==> src/rtl/izh_sweep_scheduler.sv <==
// izh_sweep_scheduler
// Shares one external, purely combinational Izhikevich Euler-update datapath
// across NUM_NEURONS virtual neurons. Per-neuron v/u, a/b shifts and stimulus
// current live in a local register file. Each tick sweeps every neuron through
// the datapath and queues spiking neuron indices in a small event FIFO.
// Optional build macro: IZH_REFRACT_EN adds a per-neuron refractory counter
// that zeroes the stimulus current for REFRACT_TICKS updates after a spike.
//
// state | meaning
// IDLE  | waiting for tick_i
// LOAD  | latch operands of neuron r_idx onto dp_*
// WRITE | datapath settles; write back v/u, queue spike event
// DONE  | sweep_done_o pulse, then back to IDLE
module izh_sweep_scheduler #(
    parameter int NUM_NEURONS   = 4,
    parameter int IDX_W         = $clog2(NUM_NEURONS),
    parameter int FIFO_DEPTH    = 4,
    parameter int REFRACT_TICKS = 3
) (
    input  logic             clk,
    input  logic             rst_n,
    input  logic             ena,
    input  logic             tick_i,
    input  logic             cfg_we,
    input  logic             cfg_sel,
    input  logic [IDX_W-1:0] cfg_addr,
    input  logic [7:0]       cfg_data,
    output logic [17:0]      dp_v,
    output logic [17:0]      dp_u,
    output logic [3:0]       dp_a,
    output logic [3:0]       dp_b,
    output logic [17:0]      dp_i,
    input  logic [17:0]      dp_v_next,
    input  logic [17:0]      dp_u_next,
    input  logic             dp_spike,
    output logic             busy_o,
    output logic             sweep_done_o,
    output logic             ev_valid,
    input  logic             ev_ready,
    output logic [IDX_W-1:0] ev_idx,
    output logic             overrun_o,
    output logic             ev_lost_o
);

    localparam logic [1:0] S_IDLE  = 2'd0;
    localparam logic [1:0] S_LOAD  = 2'd1;
    localparam logic [1:0] S_WRITE = 2'd2;
    localparam logic [1:0] S_DONE  = 2'd3;

    localparam int PTR_W = $clog2(FIFO_DEPTH);
    localparam int CNT_W = PTR_W + 1;

    // -0.7 and -0.2 in 2.16 fixed point
    localparam logic [17:0] V_RST = 18'h3_4CCD;
    localparam logic [17:0] U_RST = 18'h3_CCCD;
    localparam logic [3:0]  A_RST = 4'd6;
    localparam logic [3:0]  B_RST = 4'd2;

    logic [1:0]       r_state;
    logic [IDX_W-1:0] r_idx;

    logic [17:0] r_v   [NUM_NEURONS];
    logic [17:0] r_u   [NUM_NEURONS];
    logic [3:0]  r_a   [NUM_NEURONS];
    logic [3:0]  r_b   [NUM_NEURONS];
    logic [7:0]  r_cur [NUM_NEURONS];

    logic [17:0] r_dp_v;
    logic [17:0] r_dp_u;
    logic [17:0] r_dp_i;
    logic [3:0]  r_dp_a;
    logic [3:0]  r_dp_b;

    logic [IDX_W-1:0] r_mem [FIFO_DEPTH];
    logic [PTR_W-1:0] r_wr;
    logic [PTR_W-1:0] r_rd;
    logic [CNT_W-1:0] r_count;

    logic r_overrun;
    logic r_lost;

    logic        w_last;
    logic        w_cfg_hit;
    logic        w_push;
    logic        w_pop;
    logic        w_full;
    logic        w_push_ok;
    logic [3:0]  w_a_src;
    logic [3:0]  w_b_src;
    logic [7:0]  w_cur_src;
    logic [17:0] w_i_src;

`ifdef IZH_REFRACT_EN
    localparam int REF_W = $clog2(REFRACT_TICKS + 1);
    logic [REF_W-1:0] r_refr [NUM_NEURONS];
`else
    logic w_unused_refract;
    assign w_unused_refract = (REFRACT_TICKS != 0);
`endif

    assign w_last    = (r_idx == IDX_W'(NUM_NEURONS - 1));
    assign w_cfg_hit = ena && cfg_we && (cfg_addr == r_idx);

    assign w_push    = ena && (r_state == S_WRITE) && dp_spike;
    assign w_pop     = ena && ev_valid && ev_ready;
    assign w_full    = (r_count == CNT_W'(FIFO_DEPTH));
    assign w_push_ok = w_push && (!w_full || w_pop);

    // Operand sources for the LOAD latch; a config write landing on the same
    // edge that ends LOAD is forwarded so the latched operands include it.
    always_comb begin
        w_a_src   = r_a[r_idx];
        w_b_src   = r_b[r_idx];
        w_cur_src = r_cur[r_idx];
        if (w_cfg_hit) begin
            if (cfg_sel) begin
                w_cur_src = cfg_data;
            end else begin
                w_a_src = cfg_data[3:0];
                w_b_src = cfg_data[7:4];
            end
        end
        w_i_src = {w_cur_src, 10'h0FF};
`ifdef IZH_REFRACT_EN
        if (r_refr[r_idx] != '0) begin
            w_i_src = '0;
        end
`endif
    end

    // Sweep sequencer and datapath operand registers.
    always_ff @(posedge clk) begin
        if (!rst_n) begin
            r_state <= S_IDLE;
            r_idx   <= '0;
            r_dp_v  <= '0;
            r_dp_u  <= '0;
            r_dp_i  <= '0;
            r_dp_a  <= '0;
            r_dp_b  <= '0;
        end else if (ena) begin
            case (r_state)
                S_IDLE: begin
                    if (tick_i) begin
                        r_state <= S_LOAD;
                        r_idx   <= '0;
                    end
                end
                S_LOAD: begin
                    r_dp_v  <= r_v[r_idx];
                    r_dp_u  <= r_u[r_idx];
                    r_dp_a  <= w_a_src;
                    r_dp_b  <= w_b_src;
                    r_dp_i  <= w_i_src;
                    r_state <= S_WRITE;
                end
                S_WRITE: begin
                    if (w_last) begin
                        r_state <= S_DONE;
                    end else begin
                        r_idx   <= r_idx + IDX_W'(1);
                        r_state <= S_LOAD;
                    end
                end
                default: begin
                    r_state <= S_IDLE;
                end
            endcase
        end
    end

    // Per-neuron register file: config writes plus v/u writeback in WRITE.
    always_ff @(posedge clk) begin
        if (!rst_n) begin
            for (int n = 0; n < NUM_NEURONS; n++) begin
                r_v[n]   <= V_RST;
                r_u[n]   <= U_RST;
                r_a[n]   <= A_RST;
                r_b[n]   <= B_RST;
                r_cur[n] <= '0;
`ifdef IZH_REFRACT_EN
                r_refr[n] <= '0;
`endif
            end
        end else if (ena) begin
            if (cfg_we) begin
                if (cfg_sel) begin
                    r_cur[cfg_addr] <= cfg_data;
                end else begin
                    r_a[cfg_addr] <= cfg_data[3:0];
                    r_b[cfg_addr] <= cfg_data[7:4];
                end
            end
            if (r_state == S_WRITE) begin
                r_v[r_idx] <= dp_v_next;
                r_u[r_idx] <= dp_u_next;
`ifdef IZH_REFRACT_EN
                if (dp_spike) begin
                    r_refr[r_idx] <= REF_W'(REFRACT_TICKS);
                end else if (r_refr[r_idx] != '0) begin
                    r_refr[r_idx] <= r_refr[r_idx] - REF_W'(1);
                end
`endif
            end
        end
    end

    // Spike event FIFO; a push into a full FIFO survives only alongside a pop.
    always_ff @(posedge clk) begin
        if (!rst_n) begin
            r_wr    <= '0;
            r_rd    <= '0;
            r_count <= '0;
            for (int n = 0; n < FIFO_DEPTH; n++) begin
                r_mem[n] <= '0;
            end
        end else if (ena) begin
            if (w_push_ok) begin
                r_mem[r_wr] <= r_idx;
                r_wr        <= r_wr + PTR_W'(1);
            end
            if (w_pop) begin
                r_rd <= r_rd + PTR_W'(1);
            end
            if (w_push_ok && !w_pop) begin
                r_count <= r_count + CNT_W'(1);
            end else if (w_pop && !w_push_ok) begin
                r_count <= r_count - CNT_W'(1);
            end
        end
    end

    // Sticky error flags, cleared only by reset.
    always_ff @(posedge clk) begin
        if (!rst_n) begin
            r_overrun <= 1'b0;
            r_lost    <= 1'b0;
        end else begin
            if (ena && tick_i && (r_state != S_IDLE)) begin
                r_overrun <= 1'b1;
            end
            if (w_push && !w_push_ok) begin
                r_lost <= 1'b1;
            end
        end
    end

    assign dp_v         = r_dp_v;
    assign dp_u         = r_dp_u;
    assign dp_a         = r_dp_a;
    assign dp_b         = r_dp_b;
    assign dp_i         = r_dp_i;
    assign busy_o       = (r_state != S_IDLE);
    assign sweep_done_o = (r_state == S_DONE);
    assign ev_valid     = (r_count != '0);
    assign ev_idx       = r_mem[r_rd];
    assign overrun_o    = r_overrun;
    assign ev_lost_o    = r_lost;

endmodule
==> config.mk <==
export PLATFORM = sky130hd
export DESIGN_NAME = izh_sweep_scheduler
export DESIGN_NICKNAME = d
export VERILOG_FILES = /design/src/rtl/izh_sweep_scheduler.sv
export SDC_FILE = /design/constraint.sdc
export NUM_CORES = 1
export LEC_CHECK = 0
export ABC_AREA = 0
export CAP_MARGIN = 15
export CORE_UTILIZATION = 45
export CTS_BUF_LIST = sky130_fd_sc_hd__clkbuf_16
export CTS_CLUSTER_SIZE = 40
export DETAILED_ROUTE_END_ITERATION = 12
export HOLD_SLACK_MARGIN = 0.1
export MAX_ROUTING_LAYER = met4
export PLACE_DENSITY = 0.76
export SLEW_MARGIN = 20
export SYNTH_ARGS = -nofsm -noshare
export SYNTH_HDL_FRONTEND = slang
export SYNTH_SLANG_ARGS = --single-unit
==> constraint.sdc <==
create_clock -name clk -period 9 [get_ports clk]
set_input_delay 1.8 -clock clk [delete_from_list [all_inputs] [get_ports clk]]
set_output_delay 1.8 -clock clk [all_outputs]
set_load 0.01 [all_outputs]
Word-level counts from Yosys, hierarchy flattened
Memories as Yosys holds them, arrays and structs flattened. A register that Yosys moved wholly into a read port is not among the register bits.
Index checks and enable logic that the tools add are counted.
Widths: inputs -> output; s select.
{"block": "classes", "addsub": 5, "eq_ne": 8, "muxes": 59, "reduce_logical": 35}
{"operator": "$mux 2", "count": 19}
{"operator": "$mux 18", "count": 2}
{"operator": "$reduce_or 18->1", "count": 2}
{"operator": "$mux 1", "count": 25}
{"operator": "$mux 4", "count": 6}
{"operator": "$mux 8", "count": 3}
{"operator": "$logic_and 1x1->1", "count": 12}
{"operator": "$reduce_and 2->1", "count": 5}
{"operator": "$reduce_or 4->1", "count": 2}
{"operator": "$reduce_or 8->1", "count": 1}
{"operator": "$add 2x1->2 const B", "count": 3}
{"operator": "$eq 2x2->1 const B", "count": 3}
{"operator": "$mux 3", "count": 2}
{"operator": "$pmux 2 s3", "count": 1}
{"operator": "$reduce_bool 2->1", "count": 3}
{"operator": "$logic_not 1->1", "count": 5}
{"operator": "$ne 2x2->1 const B", "count": 2}
{"operator": "$pmux 2 s2", "count": 1}
{"operator": "$reduce_and 4->1", "count": 1}
{"operator": "$add 3x1->3 const B", "count": 1}
{"operator": "$eq 3x3->1 const B", "count": 1}
{"operator": "$reduce_bool 3->1", "count": 1}
{"operator": "$sub 3x1->3 const B", "count": 1}
{"operator": "$eq 2x1->1 const B", "count": 1}
{"operator": "4 further kinds", "count": 4}
{"block": "word_totals", "reg_bits": 37, "ramBits": 216, "input_bits": 54, "mem_count": 6}
{"memory": "r_u", "depth": 4, "word_bits": 18, "read_ports": 1, "rd_clocked_by_memory_dff": 1, "wr": 4, "line_no": "63", "source": "logic [17:0] r_u [NUM_NEURONS];"}
{"memory": "r_v", "depth": 4, "word_bits": 18, "read_ports": 1, "rd_clocked_by_memory_dff": 1, "wr": 4, "line_no": "62", "source": "logic [17:0] r_v [NUM_NEURONS];"}
{"memory": "r_cur", "depth": 4, "word_bits": 8, "read_ports": 1, "rd_clocked_by_memory_dff": 1, "wr": 4, "line_no": "66", "source": "logic [7:0] r_cur [NUM_NEURONS];"}
{"memory": "r_a", "depth": 4, "word_bits": 4, "read_ports": 1, "rd_clocked_by_memory_dff": 1, "wr": 4, "line_no": "64", "source": "logic [3:0] r_a [NUM_NEURONS];"}
{"memory": "r_b", "depth": 4, "word_bits": 4, "read_ports": 1, "rd_clocked_by_memory_dff": 1, "wr": 4, "line_no": "65", "source": "logic [3:0] r_b [NUM_NEURONS];"}
{"memory": "r_mem", "depth": 4, "word_bits": 2, "read_ports": 1, "rd_clocked_by_memory_dff": 1, "wr": 4, "line_no": "74", "source": "logic [IDX_W-1:0] r_mem [FIFO_DEPTH];"}

Logic depth before layout (Yosys ltp)
{"block": "depth", "ltp_word": 11, "mapped_depth": 11}

Least setup slack after synthesis
Ideal clock, no wire load.
{"block": "synth_path", "path_type": "input-to-reg", "from": "input ena", "to": "memory r_u[3][0] (enable)", "setup_ns": 0.479, "arrival_ns": 4.588, "required_time_ns": 8.521, "path_slack_ns": 3.933, "cell_stages": 3, "path_cell_list": "buf_4 -> nand2b_1 -> o21ai_0"}
{"item": "start: declaration", "line_no": "22", "source": "input logic ena,"}
{"item": "end: declaration", "line_no": "63"}

==> flow_summary_export.csv <==
group,metric,value,unit
finish,fillers,2166,
cts,cts_resized,0,
route,vias,7376,
cts,cts-root-buf,"clkbuf_16",
min_path,holdPathEnd,"dp_v[10]$_SDFFE_PN0P_",
route,drtIter0Drc,495,
timing,fmax,0.193,GHz
route,wl_met3,1270,um
cts,cts_sinks,286,
die,fp.dieH,168,um
cts,cts_hold_buf,0,
power_and_ir_drop,power_density,185,nW/um^2
min_path,hold_depth,2,
cts,cts_buffers,29,
yosys,synth-seq-cells,286,
critical_path,endpoint_kind,"flip-flop",
yosys,yosysSeqAreaShare,63.7,%
timing,fin_crit_sh,57.7,%
cts,clk_latency,0.54,ns
cts,cts_tree,"done",
power_and_ir_drop,p_total,2.72,mW
min_path,holdCritStartpoint,"dp_v[10]$_SDFFE_PN0P_",
finish,syn2layout_area_growth,18.7,%
timing,setup_tns,0,ns
timing,worst_pin_slew,1.05,ns
finish,regArea,7890,sq um
die,initial_core_util,46.0,%
flow_run,drv_cap,0,
critical_path,critPathKind,"primary input to flip-flop",
cts,cts_buffer_depth,3,
yosys,synth.avg_cell_area,13.9,sq um
yosys,netlist_area,12400,sq um
cts,cts.clk_slew.worst_paths,0.06,ns
yosys,yosysTopAreaCellShare,52.4,%
yosys,yosys-top-cells-count,"edfxtp_1 (216), and2_1 (106), nand2_1 (83), nand2b_1 (74), dfxtp_1 (70)",
placed_design,place_hpwl,16300,um
timing,hold_violations,0,
critical_path,cp_max_fo,36,
timing,setup_violations,0,
yosys,synthTopCellsByArea,"edfxtp_1 (52%), dfxtp_1 (11%), mux4_2 (9.8%)",
critical_path,required,9.16,ns
yosys,netlist_instances,888,
die,design.die.area,28200,sq um
outcome,status,"complete, no violations",
timing,slew_headroom,29.8,%
global_routing,antenna_found_initial,0,
yosys,ys_types,47,
global_routing,grt_pass1_wl,41500,um
yosys,yosysWarnings,0,
placed_design,place_congestion,0.801,
route,wl_met2,13200,um
timing,fin_crit,5.19,ns
cts,post_cts.repair.setup_buffers,0,
yosys,yosysTopAreaCell,"edfxtp_1",
cts,htree_levels,1,
placed_design,dpl-instance-area,13800,sq um
die,rows,60,
global_routing,gr-total-overflow,0,
route,postRouteAntennaNets,0,
global_routing,grt_max_degree,83,
finish,antenna_cells,0,
yosys,synth.most_common_cell,"edfxtp_1",
die,die_w,168,um
yosys,synth-edff-count,216,
route,top_layer,"met4",
critical_path,startpoint_type,"primary input",
route,drt-total-wl,26100,um
route,drc_errors,0,
yosys,synth_flop_cell,"edfxtp_1",
critical_path,setup.worst_path.start,"ena",
route,first_pass_iters,4,
timing,rsz0062_at_grt,"no",
finish,final_cell_area,14700,sq um
critical_path,reg2reg_setup_slack,5.78,ns
timing,skew,0.00722,ns
finish,nets,1044,
min_path,min-delay-path-class,"flip-flop to flip-flop",
die,io-pin-count,123,
critical_path,r2r_cells,3,
finish,multi_input_area,4200,sq um
power_and_ir_drop,p_leak,4.58,nW
critical_path,r2r_end,"r_v[0][15]$_SDFFCE_PN0P_",
global_routing,grt_pass1_vias,7426,
timing,slew_violations,0,
critical_path,r2r_start,"r_state[1]$_SDFFE_PN0P_",
yosys,async_flop_share,0,%
placed_design,portBuffers,120,
global_routing,grtUsageTotal,19.4,%
finish,final_layout_size_suffix_gt1_share,13.0,%
die,coreArea,27000,sq um
route,wire_per_inst,19.3,um
critical_path,arrival,5.35,ns
route,wl_met1,11000,um
route,viasPerCell,5.46,
power_and_ir_drop,ir_drop,0.148,mV
## how the worst max path moves through the flow
stage | to | slack, ns
after floorplan | r_u[3][0]$_DFFE_PP_ | 3.93
after global placement | r_u[0][4]$_SDFFCE_PN0P_ | 3.43
after detailed placement | r_u[0][8]$_SDFFCE_PN0P_ | 3.29
after CTS | r_v[0][11]$_SDFFCE_PN1P_ | 3.84
after global routing | r_v[0][16]$_SDFFCE_PN1P_ | 3.63
final | r_v[0][15]$_SDFFCE_PN0P_ | 3.81
## placed cells by master, fill, tap and decap left out, types with 3 or more instances in the layout
cell / synthesis / layout
a21boi_0: 36 / 36
a21oi_1: 7 / 7
a21oi_2: 10 / 10
and2_1: 106 / 106
and3_1: 16 / 16
buf_4: 10 / 11
clkbuf_16: 0 / 29
clkdlybuf4s50_1: 0 / 119
clkinv_1: 0 / 5
clkinv_2: 0 / 5
dfxtp_1: 70 / 67
edfxtp_1: 216 / 216
inv_1: 6 / 19
mux2i_1: 18 / 18
mux4_2: 54 / 54
nand2_1: 83 / 83
nand2b_1: 74 / 71
nand2b_2: 0 / 3
nand3_1: 3 / 3
nand4b_1: 4 / 4
nor2_1: 15 / 14
nor2b_1: 5 / 5
nor3_1: 3 / 3
nor4_1: 4 / 4
o21ai_0: 27 / 21
o21ai_1: 0 / 5
or3_1: 31 / 31
xnor2_1: 5 / 5
## registers in the layout, indices dropped and copies added, names as in the netlist, named ones only
signal	flops
ev_lost_o	1
r_cur	32
dp_b	4
overrun_o	1
r_idx	2
r_rd	2
r_count	3
dp_i	9
r_a	16
r_state	2
dp_a	4
r_u	72
r_v	72
r_wr	2
dp_v	18
dp_u	18
r_b	16
r_mem	8
## logic make-up (layout without fill, tap and decap cells)
| logic type | count (synthesis) | count (layout) | share of synthesized area [%] |
|---|---|---|---|
| xor+xnor | 8 | 8 | 0.626 |
| flops | 286 | 286 | 63.7 |
| simple gates | 356 | 356 | 16.4 |
| fa+ha+maj | 3 | 3 | 0.364 |
| compound gates | 90 | 90 | 4.89 |
| buf+inv | 72 | 192 | 2.73 |
| mux | 72 | 72 | 11.3 |
| other cells | 1 | 2 | 0.0303 |
## worst max-delay path, stage by stage
cell and delay (ns):
clkdlybuf4s50_1 0.90, nand2_2 0.50, nor3_2 0.24, buf_4 0.25
and2_1 0.76, nand2b_2 0.87
## stage by stage
stage	instances	hold slack [ns]	worst slack, ns	util (%)
after floorplan	889	0.479	3.93	-
after global placement	1296	0.450	3.43	51.3
after detailed placement	1296	0.452	3.29	51.3
after CTS	1349	0.460	3.84	54.4
after global routing	1350	0.485	3.63	54.5
final	1350	0.459	3.81	54.5
## layer usage
metal	GRT usage (%)	up-vias
li1	-	3409
met1	24.6	3710
met2	33.1	210
met3	2.14	47
met4	5.31	0
met5	-	-
## layout make-up
cell class              count  share of cell area, %
flip-flops and latches    286                   53.7
multi-input cells         531                   28.5
repair buffers            132                   8.89
clock buffers              29                   4.94
well taps                 341                   2.90
clock inverters            24                  0.834
inverters                   7                  0.179
## report_power, final
part	total [mW]	leakage (nW)	switching [mW]	internal, mW
Sequential	1.47	2.46	0.0163	1.45
Clock	1.08	0.468	0.479	0.606
Combinational	0.160	1.65	0.0874	0.0730
Power figures use the tool's default switching activity.
